**src/rtl/muldiv_pkg.sv**
```systemverilog
// Shared encodings and constants for the iterative RV32M multiply/divide unit.
package muldiv_pkg;
  localparam int XLEN = 32;

  localparam logic [2:0] MULDIV_MUL    = 3'd0;
  localparam logic [2:0] MULDIV_MULH   = 3'd1;
  localparam logic [2:0] MULDIV_MULHSU = 3'd2;
  localparam logic [2:0] MULDIV_MULHU  = 3'd3;
  localparam logic [2:0] MULDIV_DIV    = 3'd4;
  localparam logic [2:0] MULDIV_DIVU   = 3'd5;
  localparam logic [2:0] MULDIV_REM    = 3'd6;
  localparam logic [2:0] MULDIV_REMU   = 3'd7;

  localparam logic [31:0] DIV_ZERO_Q = 32'hFFFF_FFFF;
  localparam logic [31:0] INT_MIN    = 32'h8000_0000;

  typedef enum logic [1:0] {
    IDLE = 2'd0,
    CALC = 2'd1,
    DONE = 2'd2
  } state_e;
endpackage

```
**src/rtl/muldiv_if.sv**
```systemverilog
// Issue/writeback bundle between the core and the mul/div unit.
interface muldiv_if;
  import muldiv_pkg::*;
  logic            start;
  logic [2:0]      funct3;
  logic [XLEN-1:0] op_a;
  logic [XLEN-1:0] op_b;
  logic [4:0]      rd_in;
  logic            flush;
  logic            stall;
  logic            busy;
  logic            wb_we;
  logic [4:0]      wb_addr;
  logic [XLEN-1:0] wb_data;

  modport master (output start, funct3, op_a, op_b, rd_in, flush,
                  input  stall, busy, wb_we, wb_addr, wb_data);
  modport slave  (input  start, funct3, op_a, op_b, rd_in, flush,
                  output stall, busy, wb_we, wb_addr, wb_data);
endinterface

```
**src/rtl/muldiv_sign_fix.sv**
```systemverilog
// Operand magnitude/sign extraction and final conditional two's-complement negation.
module muldiv_sign_fix
  import muldiv_pkg::*;
(
  input  logic [2:0]  funct3,
  input  logic [31:0] op_a,
  input  logic [31:0] op_b,
  output logic [31:0] mag_a,
  output logic [31:0] mag_b,
  output logic        sign_a,
  output logic        sign_b,
  input  logic        neg_en,
  input  logic [63:0] raw,
  output logic [63:0] fixed
);
  logic signed_a, signed_b;

  always_comb begin
    signed_a = funct3 inside {MULDIV_MUL, MULDIV_MULH, MULDIV_MULHSU, MULDIV_DIV, MULDIV_REM};
    signed_b = funct3 inside {MULDIV_MUL, MULDIV_MULH, MULDIV_DIV, MULDIV_REM};
    sign_a   = signed_a & op_a[31];
    sign_b   = signed_b & op_b[31];
    mag_a    = sign_a ? (~op_a + 32'd1) : op_a;
    mag_b    = sign_b ? (~op_b + 32'd1) : op_b;
    fixed    = neg_en ? (~raw + 64'd1) : raw;
  end
endmodule

```
**src/rtl/muldiv_unit.sv**
```systemverilog
// Iterative RV32M mul/div: radix-2 shift-add multiply, restoring divide, one bit per cycle.
module muldiv_unit #(
  parameter int XLEN = 32,
  parameter int ITER = 32
) (
  input  logic     clk,
  input  logic     rst,
  muldiv_if.slave  bus
);
  import muldiv_pkg::*;

  state_e            state_q, state_d;
  logic [4:0]        cnt_q, cnt_d;
  logic [2:0]        f3_q, f3_d;
  logic [4:0]        rd_q, rd_d;
  logic              sa_q, sa_d, sb_q, sb_d;
  logic [XLEN-1:0]   opnd_q, opnd_d;
  logic [2*XLEN-1:0] acc_q, acc_d;
  logic [XLEN-1:0]   wb_data_q, wb_data_d;
  logic [4:0]        wb_addr_q, wb_addr_d;

  logic [XLEN-1:0]   mag_a, mag_b;
  logic              sign_a, sign_b;
  logic              neg_en;
  logic [2*XLEN-1:0] raw, fixed, step_nxt;
  logic [XLEN:0]     mul_sum, trial, diff;
  logic              is_div, div_zero, ovf;
  logic [XLEN-1:0]   spec_res, result;

  muldiv_sign_fix u_sign_fix (
    .funct3 (bus.funct3),
    .op_a   (bus.op_a),
    .op_b   (bus.op_b),
    .mag_a  (mag_a),
    .mag_b  (mag_b),
    .sign_a (sign_a),
    .sign_b (sign_b),
    .neg_en (neg_en),
    .raw    (raw),
    .fixed  (fixed)
  );

  // acc holds {partial product / remainder, multiplier / quotient}; opnd is multiplicand or divisor
  always_comb begin
    is_div   = f3_q[2];
    mul_sum  = {1'b0, acc_q[2*XLEN-1:XLEN]} + (acc_q[0] ? {1'b0, opnd_q} : '0);
    trial    = {acc_q[2*XLEN-1:XLEN], acc_q[XLEN-1]};
    diff     = trial - {1'b0, opnd_q};
    if (!is_div)
      step_nxt = {mul_sum, acc_q[XLEN-1:1]};
    else if (!diff[XLEN])
      step_nxt = {diff[XLEN-1:0], acc_q[XLEN-2:0], 1'b1};
    else
      step_nxt = {trial[XLEN-1:0], acc_q[XLEN-2:0], 1'b0};

    if (!is_div) begin
      raw    = step_nxt;
      neg_en = sa_q ^ sb_q;
    end else begin
      raw    = {{XLEN{1'b0}}, f3_q[1] ? step_nxt[2*XLEN-1:XLEN] : step_nxt[XLEN-1:0]};
      neg_en = f3_q[1] ? sa_q : (sa_q ^ sb_q);
    end
    result = (is_div || f3_q == MULDIV_MUL) ? fixed[XLEN-1:0] : fixed[2*XLEN-1:XLEN];
  end

  always_comb begin
    div_zero = bus.funct3[2] && (bus.op_b == '0);
    ovf      = (bus.funct3 == MULDIV_DIV || bus.funct3 == MULDIV_REM) &&
               (bus.op_a == INT_MIN) && (bus.op_b == '1);
    if (div_zero)
      spec_res = bus.funct3[1] ? bus.op_a : DIV_ZERO_Q;
    else
      spec_res = bus.funct3[1] ? '0 : INT_MIN;
  end

  always_comb begin
    state_d   = state_q;
    cnt_d     = cnt_q;
    f3_d      = f3_q;
    rd_d      = rd_q;
    sa_d      = sa_q;
    sb_d      = sb_q;
    opnd_d    = opnd_q;
    acc_d     = acc_q;
    wb_data_d = wb_data_q;
    wb_addr_d = wb_addr_q;
    unique case (state_q)
      IDLE: if (bus.start && !bus.flush) begin
        f3_d  = bus.funct3;
        rd_d  = bus.rd_in;
        sa_d  = sign_a;
        sb_d  = sign_b;
        cnt_d = '0;
        if (div_zero || ovf) begin
          state_d   = DONE;
          wb_data_d = spec_res;
          wb_addr_d = bus.rd_in;
        end else begin
          state_d = CALC;
          opnd_d  = bus.funct3[2] ? mag_b : mag_a;
          acc_d   = {{XLEN{1'b0}}, bus.funct3[2] ? mag_a : mag_b};
        end
      end
      CALC: if (bus.flush) begin
        state_d = IDLE;
      end else begin
        acc_d = step_nxt;
        cnt_d = cnt_q + 5'd1;
        // final iteration: negate and latch the result on the way into DONE
        if (cnt_q == 5'(ITER-1)) begin
          state_d   = DONE;
          wb_data_d = result;
          wb_addr_d = rd_q;
        end
      end
      default: state_d = IDLE;
    endcase
  end

  always_ff @(posedge clk or negedge rst) begin
    if (!rst) begin
      state_q   <= IDLE;
      cnt_q     <= '0;
      f3_q      <= '0;
      rd_q      <= '0;
      sa_q      <= 1'b0;
      sb_q      <= 1'b0;
      opnd_q    <= '0;
      acc_q     <= '0;
      wb_data_q <= '0;
      wb_addr_q <= '0;
    end else begin
      state_q   <= state_d;
      cnt_q     <= cnt_d;
      f3_q      <= f3_d;
      rd_q      <= rd_d;
      sa_q      <= sa_d;
      sb_q      <= sb_d;
      opnd_q    <= opnd_d;
      acc_q     <= acc_d;
      wb_data_q <= wb_data_d;
      wb_addr_q <= wb_addr_d;
    end
  end

  assign bus.stall   = ((state_q == IDLE) && bus.start) || (state_q == CALC);
  assign bus.busy    = (state_q != IDLE);
  assign bus.wb_we   = (state_q == DONE) && !bus.flush && (rd_q != '0);
  assign bus.wb_addr = wb_addr_q;
  assign bus.wb_data = wb_data_q;
endmodule

```
**src/flat_wrapper.sv**
```systemverilog
// flat-port wrapper written by rule: the top's interface ports become plain ports
module muldiv_unit_flat import muldiv_pkg::*;
#(
  parameter int XLEN = 32,
  parameter int ITER = 32
)
  (clk, rst, bus_start, bus_funct3, bus_op_a, bus_op_b, bus_rd_in, bus_flush, bus_stall, bus_busy, bus_wb_we, bus_wb_addr, bus_wb_data);
  muldiv_if bus_i ();
  input  logic clk;
  input  logic rst;
  input wire logic [$bits(bus_i.start)-1:0] bus_start;
  input wire logic [$bits(bus_i.funct3)-1:0] bus_funct3;
  input wire logic [$bits(bus_i.op_a)-1:0] bus_op_a;
  input wire logic [$bits(bus_i.op_b)-1:0] bus_op_b;
  input wire logic [$bits(bus_i.rd_in)-1:0] bus_rd_in;
  input wire logic [$bits(bus_i.flush)-1:0] bus_flush;
  output wire logic [$bits(bus_i.stall)-1:0] bus_stall;
  output wire logic [$bits(bus_i.busy)-1:0] bus_busy;
  output wire logic [$bits(bus_i.wb_we)-1:0] bus_wb_we;
  output wire logic [$bits(bus_i.wb_addr)-1:0] bus_wb_addr;
  output wire logic [$bits(bus_i.wb_data)-1:0] bus_wb_data;
  assign bus_i.start = bus_start;
  assign bus_i.funct3 = bus_funct3;
  assign bus_i.op_a = bus_op_a;
  assign bus_i.op_b = bus_op_b;
  assign bus_i.rd_in = bus_rd_in;
  assign bus_i.flush = bus_flush;
  assign bus_stall = bus_i.stall;
  assign bus_busy = bus_i.busy;
  assign bus_wb_we = bus_i.wb_we;
  assign bus_wb_addr = bus_i.wb_addr;
  assign bus_wb_data = bus_i.wb_data;
  muldiv_unit #(.XLEN(XLEN), .ITER(ITER)) u_core (.clk(clk), .rst(rst), .bus(bus_i));
endmodule
```
**config.mk**
```make
export PLATFORM = sky130hd
export DESIGN_NAME = muldiv_unit_flat
export DESIGN_NICKNAME = d
export VERILOG_FILES = /design/src/rtl/muldiv_pkg.sv /design/src/rtl/muldiv_if.sv /design/src/rtl/muldiv_sign_fix.sv /design/src/rtl/muldiv_unit.sv /design/src/flat_wrapper.sv
export SDC_FILE = /design/constraint.sdc
export NUM_CORES = 1
export LEC_CHECK = 0
export BUFFER_PORTS_ARGS = -buffer_cell sky130_fd_sc_hd__buf_2
export CAP_MARGIN = 30
export CELL_PAD_IN_SITES_DETAIL_PLACEMENT = 0
export CELL_PAD_IN_SITES_GLOBAL_PLACEMENT = 2
export CORE_MARGIN = 5
export CORE_UTILIZATION = 40
export CTS_BUF_LIST = sky130_fd_sc_hd__clkbuf_4 sky130_fd_sc_hd__clkbuf_8
export DETAILED_ROUTE_END_ITERATION = 12
export PLACE_DENSITY = 0.95
export SLEW_MARGIN = 20
export SYNTH_ARGS = -nofsm -noshare
export SYNTH_HDL_FRONTEND = slang
export SYNTH_SLANG_ARGS = --single-unit
```
**constraint.sdc**
```tcl
create_clock -name clk -period 14 [get_ports clk]
set_clock_uncertainty 0.05 [all_clocks]
set_input_delay 2.8 -clock clk [delete_from_list [all_inputs] [get_ports clk]]
set_output_delay 2.8 -clock clk [all_outputs]
set_load 0.005 [all_outputs]
```
==> impl_metrics.tcl <==
set metrics [dict create \
    syn_to_final_growth_pct 9.26 \
    cts-root-buf "clkbuf_8" \
    fmax_mhz 139 \
    synth-seq-area-share_pct 23.2 \
    dp_hpwl_um 59200 \
    post-route-period-util_pct 51.2 \
    fp.dieH_um 211 \
    coreArea_sq_um 39900 \
    dr_wl_met2_um 30700 \
    die_x_um 211 \
    die-area_sq_um 44600 \
    power.density_nw_per_um2 178 \
    synthTopCellsByCount "306 x nand2_1, 235 x o21ai_0, 229 x nor2_1" \
    setup_violations 0 \
    worstSetupStartpointType "input port" \
    wl_met1_um 32600 \
    drtIter0Drc 1963 \
    vias_per_cell 6.24 \
    grt_overflow 0 \
    crit_fanout 103 \
    combPwrFrac_pct 67.2 \
    cts_max_level 4 \
    arrival_ps 7500 \
    vdd_drop_max_mv 0.0708 \
    synth_most_common_cell "nand2_1" \
    power_leakage_uw 0.00745 \
    grt_pass1_vias 16300 \
    holdCritPathClass "reg -> reg" \
    io_buffers 115 \
    slew_viol_final 0 \
    highest_layer "met5" \
    synthesis.nets 2400 \
    maxCapViolations 0 \
    final-instance-count-excl-fill 2831 \
    firstDrtPassIters 6 \
    seq_power_share_pct 21.2 \
    initial_core_util_pct 40.6 \
    hold_slack_ps 439 \
    grt_max_degree 104 \
    fill_cells 4200 \
    clock-sinks 150 \
    grt_pass1_wl_um 108000 \
    cts.clk_slew.worst_paths_ps 100 \
    p_clk_share_pct 11.6 \
    ys.flop_type "dfrtp_1" \
    startpoint "bus_funct3[2]" \
    tns_ps 0 \
    route.detailed.drc 0 \
    ys_seq_elements 150 \
    antenna_left 0 \
    whs_path_depth 2 \
    dp_cells 2796 \
    crit_required_ps 14330 \
    numCtsBuffers 17 \
    nets 2440 \
    synth_top_area_cell "dfrtp_1" \
    rows 73 \
    via_count 17700 \
    cts_buffer_depth 2 \
    p_int_uw 1350 \
    switching_power_uw 1800 \
    io_pins 116 \
    synth_area_sq_um 16200 \
    cts_setup_buffers 0 \
    ff_latch_area_sq_um 3760 \
    antenna_found_initial 1 \
    clock_latency_ps 520 \
    status "complete, no violations" \
    dr_wl_met3_um 6500 \
    grt_setup_unrepaired "false" \
    hold_violations 0 \
    async_reset_ff_share_pct 100 \
    synth_edf_count 0 \
    yosysUniqueCellTypes 89 \
    switching_share_pct 57.2 \
    synth_warnings 0 \
    synth_cells 2252 \
    drive_above_1_share_pct 10.8 \
    synth.top_cell.area_share_pct 23.2 \
    max_slew_margin_pct 29.5 \
    critical_path_class "in -> reg" \
    worstHoldStart "u_core.bus.wb_data[17]" \
    post_drt_wl_per_cell_um 26.1 \
    fin_crit_ps 7170 \
    rr_worst_depth 18 \
    cts_hold_buf 0 \
    track_usage_pct 32.0 \
    cts_tree "built" \
    yosys-top-cells-area "dfrtp_1 23%, o21ai_0 7.3%, nand2_1 7.1%" \
    cts_resized 0 \
    multi_input_area_sq_um 11800 \
    r2r-start "u_core.acc_q[31]" \
    gp_congestion 1.01 \
    avgSynthCellArea_sq_um 7.20 \
    max_slew.worst_pin.slew_ps 1050 \
    drt-total-wl_um 74000 \
    critPathCaptureType "flip-flop" \
]
[critical path, stage by stage]
cell,delay (ps)
buf_2,70
buf_4,670
inv_1,580
nor4_1,490
nand3_1,270
o21a_1,280
or3b_2,470
a211o_1,400
inv_1,320
buf_8,240
o211ai_1,110
a221o_1,300
a2111oi_0,330
a21oi_1,120
[kinds of logic after synthesis]
| group | after synthesis | share of synthesized area, % |
|---|---|---|
| and+or+nand+nor | 864 | 25.1 |
| AOI/OAI and AO/OA | 750 | 28.7 |
| buffers and inverters | 193 | 4.55 |
| DFF | 150 | 23.2 |
| xor gates and xnor gates | 141 | 7.62 |
| muxes | 82 | 5.23 |
| adders and majority gates | 72 | 5.65 |
[final cells by class]
cell class | count | share of cell area [%]
inverters | 62 | 1.31
flip-flops and latches | 150 | 21.2
clock inverters | 15 | 0.904
repair buffers | 152 | 5.06
diodes | 1 | 0.0141
multi-input cells | 1909 | 66.5
well taps | 525 | 3.71
clock buffers | 17 | 1.32
[layout by cell type, fill, tap and decap left out, types with 25 or more instances in the layout]
master / netlist / layout
nand2_1: 306 / 304
o21ai_0: 235 / 235
nor2_1: 229 / 228
a21oi_1: 198 / 198
dfrtp_1: 150 / 149
buf_2: 7 / 115
xnor2_1: 73 / 72
ha_1: 70 / 70
xor2_1: 68 / 67
mux2i_1: 61 / 61
inv_1: 60 / 60
and2_1: 51 / 51
nand3_1: 50 / 50
nor3_1: 48 / 48
a31oi_1: 39 / 39
buf_4: 1 / 31
nand4_1: 29 / 29
o211ai_1: 29 / 29
o31ai_1: 28 / 28
a211oi_1: 27 / 27
o21ai_1: 26 / 25
nand2b_1: 25 / 25
[state kept, by name (all words and copies together), names as in the netlist]
signal and flops:
u_core.opnd_q 32, u_core.rd_q 5, u_core.sb_q 1, u_core.f3_q 3, u_core.sa_q 1, u_core.state_q 2, u_core.acc_q 64, u_core.bus.wb_data 32
u_core.cnt_q 5, u_core.bus.wb_addr 5
[power groups by stage]
stage               clock (uW)  combinational, uW  sequential (uW)
floorplan                    0               1400              584
global placement             0               2040              668
detailed placement           0               2050              665
CTS                        372               2060              657
global route               385               2270              672
finish                     366               2120              668
[stage by stage]
stage | utilization (%) | power, uW | area, sq um | worst slack, ps
5_1_grt | 44.4 | 3320 | 17700 | 6410
6_report | 44.4 | 3160 | 17700 | 6830
3_3_place_gp | 43.2 | 2710 | 17200 | 6220
4_1_cts | 44.3 | 3090 | 17700 | 6950
2_1_floorplan | - | 1980 | 16200 | 7760
3_5_place_dp | 43.3 | 2710 | 17300 | 6400
[final timing paths]
| check | to | slack [ps] |
|---|---|---|
| setup / recovery | u_core.bus.wb_data[28] | 6830 |
| setup reg to reg | u_core.bus.wb_data[5] | 6940 |
| min in group asynchronous | u_core.bus.wb_data[14] | 2280 |
| hold reg to reg | u_core.bus.wb_data[17] | 440 |
| max in group asynchronous | u_core.opnd_q[12] | 10450 |
| hold / removal | u_core.bus.wb_data[17] | 440 |
[per-layer routing]
metal	vias to the layer above	GRT usage, %
met1	8453	45.5
met2	818	46.7
li1	8271	-
met5	-	0
met3	129	6.34
met4	2	15.3
Note: power is estimated with default switching activity, not from simulation.
